**src/rtl/div_pkg.sv**
```systemverilog
// Shared types and constants for the sequential divider.
package div_pkg;

    localparam int DIV_W = 4;

    typedef enum logic [1:0] {
        IDLE = 2'd0,
        RUN  = 2'd1,
        DONE = 2'd2
    } state_e;

endpackage

```
**src/rtl/div_step.sv**
```systemverilog
// One restoring-division iteration: shift in the next dividend bit, trial-subtract, restore on borrow.
module div_step
    import div_pkg::*;
#(
    parameter int W = DIV_W
) (
    input  logic [W:0]   rem_in,
    input  logic [W-1:0] quo_in,
    input  logic [W-1:0] divisor,
    output logic [W:0]   rem_out,
    output logic [W-1:0] quo_out
);

    logic [W+1:0] shifted;
    logic [W+1:0] diff;
    logic         neg;

    // NOTE: purely combinational, so blocking assignments; every output is written on every path.
    always_comb begin
        shifted = {rem_in, quo_in[W-1]};
        diff    = shifted - {2'b00, divisor};
        neg     = diff[W+1];
        rem_out = neg ? shifted[W:0] : diff[W:0];
        quo_out = {quo_in[W-2:0], ~neg};
    end

endmodule

```
**src/rtl/seq_divider_4bit.sv**
```systemverilog
// Unsigned restoring divider, one quotient bit per clock, MSB first.
// Define DIV0_ERR_EN to add the div0 port and a one-cycle divide-by-zero fast path.
module seq_divider_4bit
    import div_pkg::*;
#(
    parameter int W = DIV_W
) (
    input  logic         clk,
    input  logic         rst_n,
    input  logic         start,
    input  logic [W-1:0] dividend,
    input  logic [W-1:0] divisor,
    output logic         busy,
    output logic         done,
    output logic [W-1:0] quotient,
    output logic [W-1:0] remainder
`ifdef DIV0_ERR_EN
    ,
    output logic         div0
`endif
);

    localparam int CW = $clog2(W) + 1;

    state_e         state_q, state_d;
    logic [CW-1:0]  cnt_q, cnt_d;
    logic [W:0]     rem_q, rem_d;
    logic [W-1:0]   quo_q, quo_d;
    logic [W-1:0]   dvs_q, dvs_d;
    logic [W-1:0]   quotient_q, quotient_d;
    logic [W-1:0]   remainder_q, remainder_d;
`ifdef DIV0_ERR_EN
    logic           div0_q, div0_d;
`endif

    logic [W:0]     step_rem;
    logic [W-1:0]   step_quo;

    div_step #(.W(W)) u_step (
        .rem_in  (rem_q),
        .quo_in  (quo_q),
        .divisor (dvs_q),
        .rem_out (step_rem),
        .quo_out (step_quo)
    );

    always_comb begin
        // NOTE: every _d defaults to its _q first so no path can infer a latch.
        state_d     = state_q;
        cnt_d       = cnt_q;
        rem_d       = rem_q;
        quo_d       = quo_q;
        dvs_d       = dvs_q;
        quotient_d  = quotient_q;
        remainder_d = remainder_q;
`ifdef DIV0_ERR_EN
        div0_d      = div0_q;
`endif
        unique case (state_q)
            IDLE: begin
                if (start) begin
                    rem_d   = '0;
                    quo_d   = dividend;
                    dvs_d   = divisor;
                    cnt_d   = '0;
                    state_d = RUN;
`ifdef DIV0_ERR_EN
                    if (divisor == '0) begin
                        state_d     = DONE;
                        quotient_d  = '1;
                        remainder_d = dividend;
                        div0_d      = 1'b1;
                    end
`endif
                end
            end
            RUN: begin
                rem_d = step_rem;
                quo_d = step_quo;
                cnt_d = cnt_q + CW'(1);
                // Results are published only on the transition into DONE.
                if (cnt_q == CW'(W - 1)) begin
                    state_d     = DONE;
                    quotient_d  = step_quo;
                    remainder_d = step_rem[W-1:0];
`ifdef DIV0_ERR_EN
                    div0_d      = 1'b0;
`endif
                end
            end
            DONE:    state_d = IDLE;
            default: state_d = IDLE;
        endcase
    end

    // NOTE: sequential state uses non-blocking assignments only.
    always_ff @(posedge clk or negedge rst_n) begin
        if (!rst_n) begin
            state_q     <= IDLE;
            cnt_q       <= '0;
            rem_q       <= '0;
            quo_q       <= '0;
            dvs_q       <= '0;
            quotient_q  <= '0;
            remainder_q <= '0;
`ifdef DIV0_ERR_EN
            div0_q      <= 1'b0;
`endif
        end else begin
            state_q     <= state_d;
            cnt_q       <= cnt_d;
            rem_q       <= rem_d;
            quo_q       <= quo_d;
            dvs_q       <= dvs_d;
            quotient_q  <= quotient_d;
            remainder_q <= remainder_d;
`ifdef DIV0_ERR_EN
            div0_q      <= div0_d;
`endif
        end
    end

    assign busy      = (state_q != IDLE);
    assign done      = (state_q == DONE);
    assign quotient  = quotient_q;
    assign remainder = remainder_q;
`ifdef DIV0_ERR_EN
    assign div0      = div0_q;
`endif

endmodule

```
**config.mk**
```make
export PLATFORM = sky130hd
export DESIGN_NAME = seq_divider_4bit
export DESIGN_NICKNAME = d
export VERILOG_FILES = /design/src/rtl/div_pkg.sv /design/src/rtl/div_step.sv /design/src/rtl/seq_divider_4bit.sv
export SDC_FILE = /design/constraint.sdc
export NUM_CORES = 1
export LEC_CHECK = 0
export CAP_MARGIN = 20
export CORE_ASPECT_RATIO = 1.1
export CORE_MARGIN = 1.5
export CORE_UTILIZATION = 56
export DETAILED_ROUTE_END_ITERATION = 7
export GPL_TIMING_DRIVEN = 0
export PLACE_DENSITY = 0.87
export SYNTH_ARGS = -nofsm -noshare
export SYNTH_HDL_FRONTEND = slang
export SYNTH_SLANG_ARGS = --single-unit
export TNS_END_PERCENT = 1
```
**constraint.sdc**
```tcl
create_clock -name clk -period 4.35 [get_ports clk]
set_input_delay 1.0875 -clock clk [delete_from_list [all_inputs] [get_ports clk]]
set_output_delay 1.0875 -clock clk [all_outputs]
set_load 0.02 [all_outputs]
```
# ---- After elaboration in Yosys (flattened, before gate mapping)
# Cells that the tools add are included.
dict set report word_totals {
  ff_bits 26
  out_inout_bits 10
  mem_bits_ro 0
  memories 0
  mem_bits_rw 0
  wordCells 32
  latch_bits 0
}
dict set report classes {
  reduce_logical 7
  div_mod_pow 0
  shifts 0
  bitwise_logic 1
  addsub 2
  n_eq_ne 5
  muxes 10
  order_cmp 0
  multipliers 0
}
# cell count
set ops {}
lappend ops {{$mux W5} 2}
lappend ops {{$pmux W5 S2} 1}
lappend ops {{$pmux W4 S2} 1}
lappend ops {{$reduce_and A2 Y1} 4}
lappend ops {{$pmux W3 S2} 1}
lappend ops {{$sub A6 B4 Y6} 1}
lappend ops {{$mux W2} 2}
lappend ops {{$mux W4} 1}
lappend ops {{$ne A2 B2 Y1 const B} 2}
lappend ops {{$pmux W2 S2} 1}
lappend ops {{$reduce_bool A2 Y1} 2}
lappend ops {{$add A3 B1 Y3 const B} 1}
lappend ops {{$eq A3 B2 Y1 const B} 1}
lappend ops {{$mux W3} 1}
lappend ops {{$eq A2 B1 Y1 const B} 1}
lappend ops {{$eq A2 B2 Y1 const B} 1}
lappend ops {{$logic_not A2 Y1} 1}
lappend ops {{$not A1 Y1} 1}

# ---- Logic depth before layout (Yosys ltp)
dict set report logic_depth {
  depth_word 3
  depth_mapped 8
  depth_no_buf 8
}

# ---- Hierarchy
# From an unflattened synthesis, not the netlist that was laid out.
dict set report unflattened {
  cells_unflattened 113
  hier_area_um2 1466.4
}
# module area_per_inst_um2 instances cells_per_inst
set modules_own_cells {}
lappend modules_own_cells {seq_divider_4bit 1099.8 1 73}
lappend modules_own_cells {div_step 366.6 1 40}

# ---- Worst setup path before layout
# OpenSTA, ideal clock, no wires.
dict set report synth_path {
  path_type {register to register}
  startpoint {reg rem_q[0]}
  endpoint {reg remainder_q[0] (netlist: remainder[0])}
  path_stages_with_launch 7
  t_required_ps 4273
  period_less_slack_ps 1924
  setup_ps 77
  t_arrival_ps 1848
  path_slack_ps 2426
  cell_sequence {dfrtp_1 ha_1 nor2b_1 o31a_2 o211ai_4 mux2_2 o21ai_1}
}
dict set report synth_via {
  elab_chain_cells 2
}
# element line
set synth_lines {}
lappend synth_lines {{from (decl)} seq_divider_4bit.sv:27} ;# logic [W:0] rem_q, rem_d;
lappend synth_lines {{from (signal assigned)} seq_divider_4bit.sv:112} ;# rem_q <= rem_d;
lappend synth_lines {{$sub A6 B4 Y6} div_step.sv:21} ;# diff = shifted - {2'b00, divisor};
lappend synth_lines {{$mux W5} div_step.sv:23} ;# rem_out = neg ? shifted[W:0] : diff[W:0];
lappend synth_lines {{to (signal assigned)} seq_divider_4bit.sv:116} ;# remainder_q <= remainder_d;
lappend synth_lines {{to (decl)} seq_divider_4bit.sv:31} ;# logic [W-1:0] remainder_q, remainder_d;
# Every way passes these cells.
# A chain may end at the register's enable or synchronous reset.

# ---- Final worst setup path
dict set report layout_path {
  startpoint {reg state_q[0]}
  endpoint {out busy}
}
dict set report layout_via {
  elab_chain_cells 1
}
# element line
set layout_lines {}
lappend layout_lines {{from (decl)} seq_divider_4bit.sv:25} ;# state_e state_q, state_d;
lappend layout_lines {{from (signal assigned)} seq_divider_4bit.sv:110} ;# state_q <= state_d;
lappend layout_lines {{$reduce_bool A2 Y1} seq_divider_4bit.sv:123} ;# assign busy = (state_q != IDLE);
lappend layout_lines {{to (decl)} seq_divider_4bit.sv:13} ;# output logic busy,
# Every way passes these cells.

==> metrics.cfg <==
[timing]
worst_relative_slew_slack_pct = 63.8
unrepaired_setup_endpoints_after_global_routing = no
period_needed_ns = 2.59
report.final.slew_viol_count = 0
final-hold-violation-count = 0
worst-slew-pin-transition_ns = 0.542
final_min_period_over_clock_period_pct = 59.6
totalNegativeSetupSlack_ns = 0
timing.fmax_mhz = 386
finish_stage_setup_viols = 0
skew_ns = 0.00362

[logic_synthesis]
syn-mean-instance-area_um2 = 9.88
synth_nets = 150
synth_enable_flop_cells = 0
synth_cell_types = 31
synth.area.top_cells = dfrtp_1 (50%), nand2_1 (6.6%), ha_1 (5.8%)
synth_seq_cells = 26
yosys_warnings = 0
syn-cell-area_um2 = 1300
synth_top_area_share_pct = 49.9
ys_seq_area_share_pct = 49.9
syn-instance-count = 132
synthDominantAreaCellType = dfrtp_1
synth-main-ff-cell = dfrtp_1
async_flop_share_pct = 100

[layout]
final_non_filler_cell_area_um2 = 1590
num-nets-final = 176
antenna_cells_inserted = 0
drive_above_1_share_pct = 7.05
layout_commonest_cell = dfrtp_1
final_cell_mix = dfrtp_1 (26), nand2_1 (23), clkdlybuf4s50_1 (20)
layout-area-overhead-vs-synth_pct = 22.1
fillCellCount = 166

[hold_path]
timing.hold.worst.class = reg2reg

[critical_path]
crit_path_top_delay_cell = clkdlybuf4s50_1
crit_chain = nor2_1, inv_1, clkdlybuf4s50_1
worst_setup_path_category = reg2out
critPathRequiredTime_ns = 3.26
crit_path_start_kind = register
largest_stage_delay_on_the_critical_path_ns = 0.54
cp_endpoint_kind = output pin
critical_path.max_fanout = 4
worst_ep_arrival_time_ns = 1.50

[place]
place_hpwl_mm = 2.15
dpl-instance-area_um2 = 1540
port_buffers = 20
finalWeightedCongestion = 0.802

[routing]
postRouteWirelength_mm = 2.83
vias = 1019
detail_route.drc_violations = 0
post_drt_wl_per_cell_um = 15.2
dr.pass1.iters = 4
antenna_left = 0
drtIter0Drc = 27
detail_route.vias_per_cell = 5.48

[clock_tree]
cts_hold_repair.buffers = 0
clk_root_buffer_cell = clkbuf_4
cts_tree = done
postCtsSetupBuffers = 0
path_clk_slew_ns = 0.12
post_cts.resized_instances = 0
worstSkewPairLatency_ns = 0.32
cts_htree_levels = 1
max_clock_buf_depth = 2
numCtsBuffers = 3
clock-sinks = 26

[grt]
grt_overflow = 0
largest_net_degree_at_the_start_of_global_routing = 27
global_route_wire_length_before_repair_mm = 4.50
first_global_vias = 1000
grt_antenna_before_repair = 0
grt.total_usage_pct = 23.2

[floorplan]
floorplan.die_area_um2 = 2630
core.rowCount = 18
die-height_um = 53.6
initial_core_util_pct = 58.5
coreArea_um2 = 2230
count_of_boundary_i_o_pins = 21
die_w_um = 49.0

[power]
worst_ir_drop_vdd_mv = 0.625
pwr_density_cell_nw_per_um2 = 873
power.leakage_uw = 0.000712

[run_status]
outcome = finished clean

[flow_run]
cap_viol_max_count = 0

-- power by group --
| part | total, uW | internal [uW] | switching (uW) |
|---|---|---|---|
| Combinational | 841 | 359 | 482 |
| Clock | 99.1 | 32.5 | 66.6 |
| Sequential | 450 | 364 | 86.4 |
| Total | 1390 | 755 | 635 |
-- cell type report --
cell class                      instances  area (um2)  area share (%)
Inverter                                8        30.0            1.89
Sequential cell                        26         651            40.9
Buffer                                  4        15.0           0.943
Timing Repair Buffer                   21         228            14.3
Tap cell                               30        37.5            2.36
Multi-Input combinational cell         94         608            38.2
Clock buffer                            3        22.5            1.42
-- state kept, by name, indices dropped and copies added (netlist names) --
signal,count
quo_q,4
remainder,4
rem_q,5
state_q,2
quotient,4
dvs_q,4
cnt_q,3
-- through the flow --
stage	utilization [%]	std cells	setup WS, ns	hold WS [ns]	total power, uW
3_3_place_gp	69.1	182	1.82	0.466	1220
5_1_grt	71.4	186	1.65	0.527	1490
4_1_cts	70.1	185	1.75	0.499	1390
6_report	71.4	186	1.76	0.494	1390
3_5_place_dp	69.1	182	1.75	0.470	1290
2_1_floorplan	-	132	2.43	0.450	1010
-- Yosys cell counts (3+ instances only) --
| cell | count |
|---|---|
| dfrtp_1 | 26 |
| o21ai_1 | 6 |
| nor2b_1 | 3 |
| o21ai_0 | 13 |
| a31oi_1 | 3 |
| mux2_2 | 4 |
| nor2_1 | 5 |
| nand3_1 | 8 |
| clkbuf_1 | 4 |
| nand2_1 | 23 |
| inv_1 | 8 |
| ha_1 | 6 |
-- layer usage --
layer	vias to the layer above	share of wire (%)	global-route usage, %
met5	-	0	0
met4	0	2.3	11.0
met3	6	2.0	1.67
met2	22	55	46.6
met1	481	41	25.3
li1	510	-	-
-- logic make-up after synthesis --
logic type | synth area share, %
AOI/OAI and AO/OA | 17.3
xor gates and xnor gates | 0.672
adders and majority gates | 7.29
buffers and inverters | 3.45
DFF | 49.9
muxes | 4.99
and+or+nand+nor | 16.4
-- critical path: cells and delay by family (launching register included) --
family                 cells  cell delay, ns
buffers and inverters      2            0.60
flip-flops                 1            0.42
AND/OR/NAND/NOR            1            0.17
-- worst paths after layout --
check | start | endpoint | slack (ns) | cells past startpoint
min in group asynchronous | rst_n | dvs_q[1]$_DFFE_PN0P_ | 1.10 | 1
worst min register to register | remainder[3]$_DFFE_PN0P_ | remainder[3]$_DFFE_PN0P_ | 0.49 | 2
max in group asynchronous | rst_n | quotient[0]$_DFFE_PN0P_ | 2.78 | 2
worst min-delay path | remainder[3]$_DFFE_PN0P_ | remainder[3]$_DFFE_PN0P_ | 0.49 | 2
worst max-delay path | state_q[0]$_DFFE_PN0P_ | busy | 1.76 | 3
worst max register to register | rem_q[0]$_DFFE_PN0P_ | remainder[1]$_DFFE_PN0P_ | 2.18 | 6
Note: power is estimated with default switching activity, not from simulation.
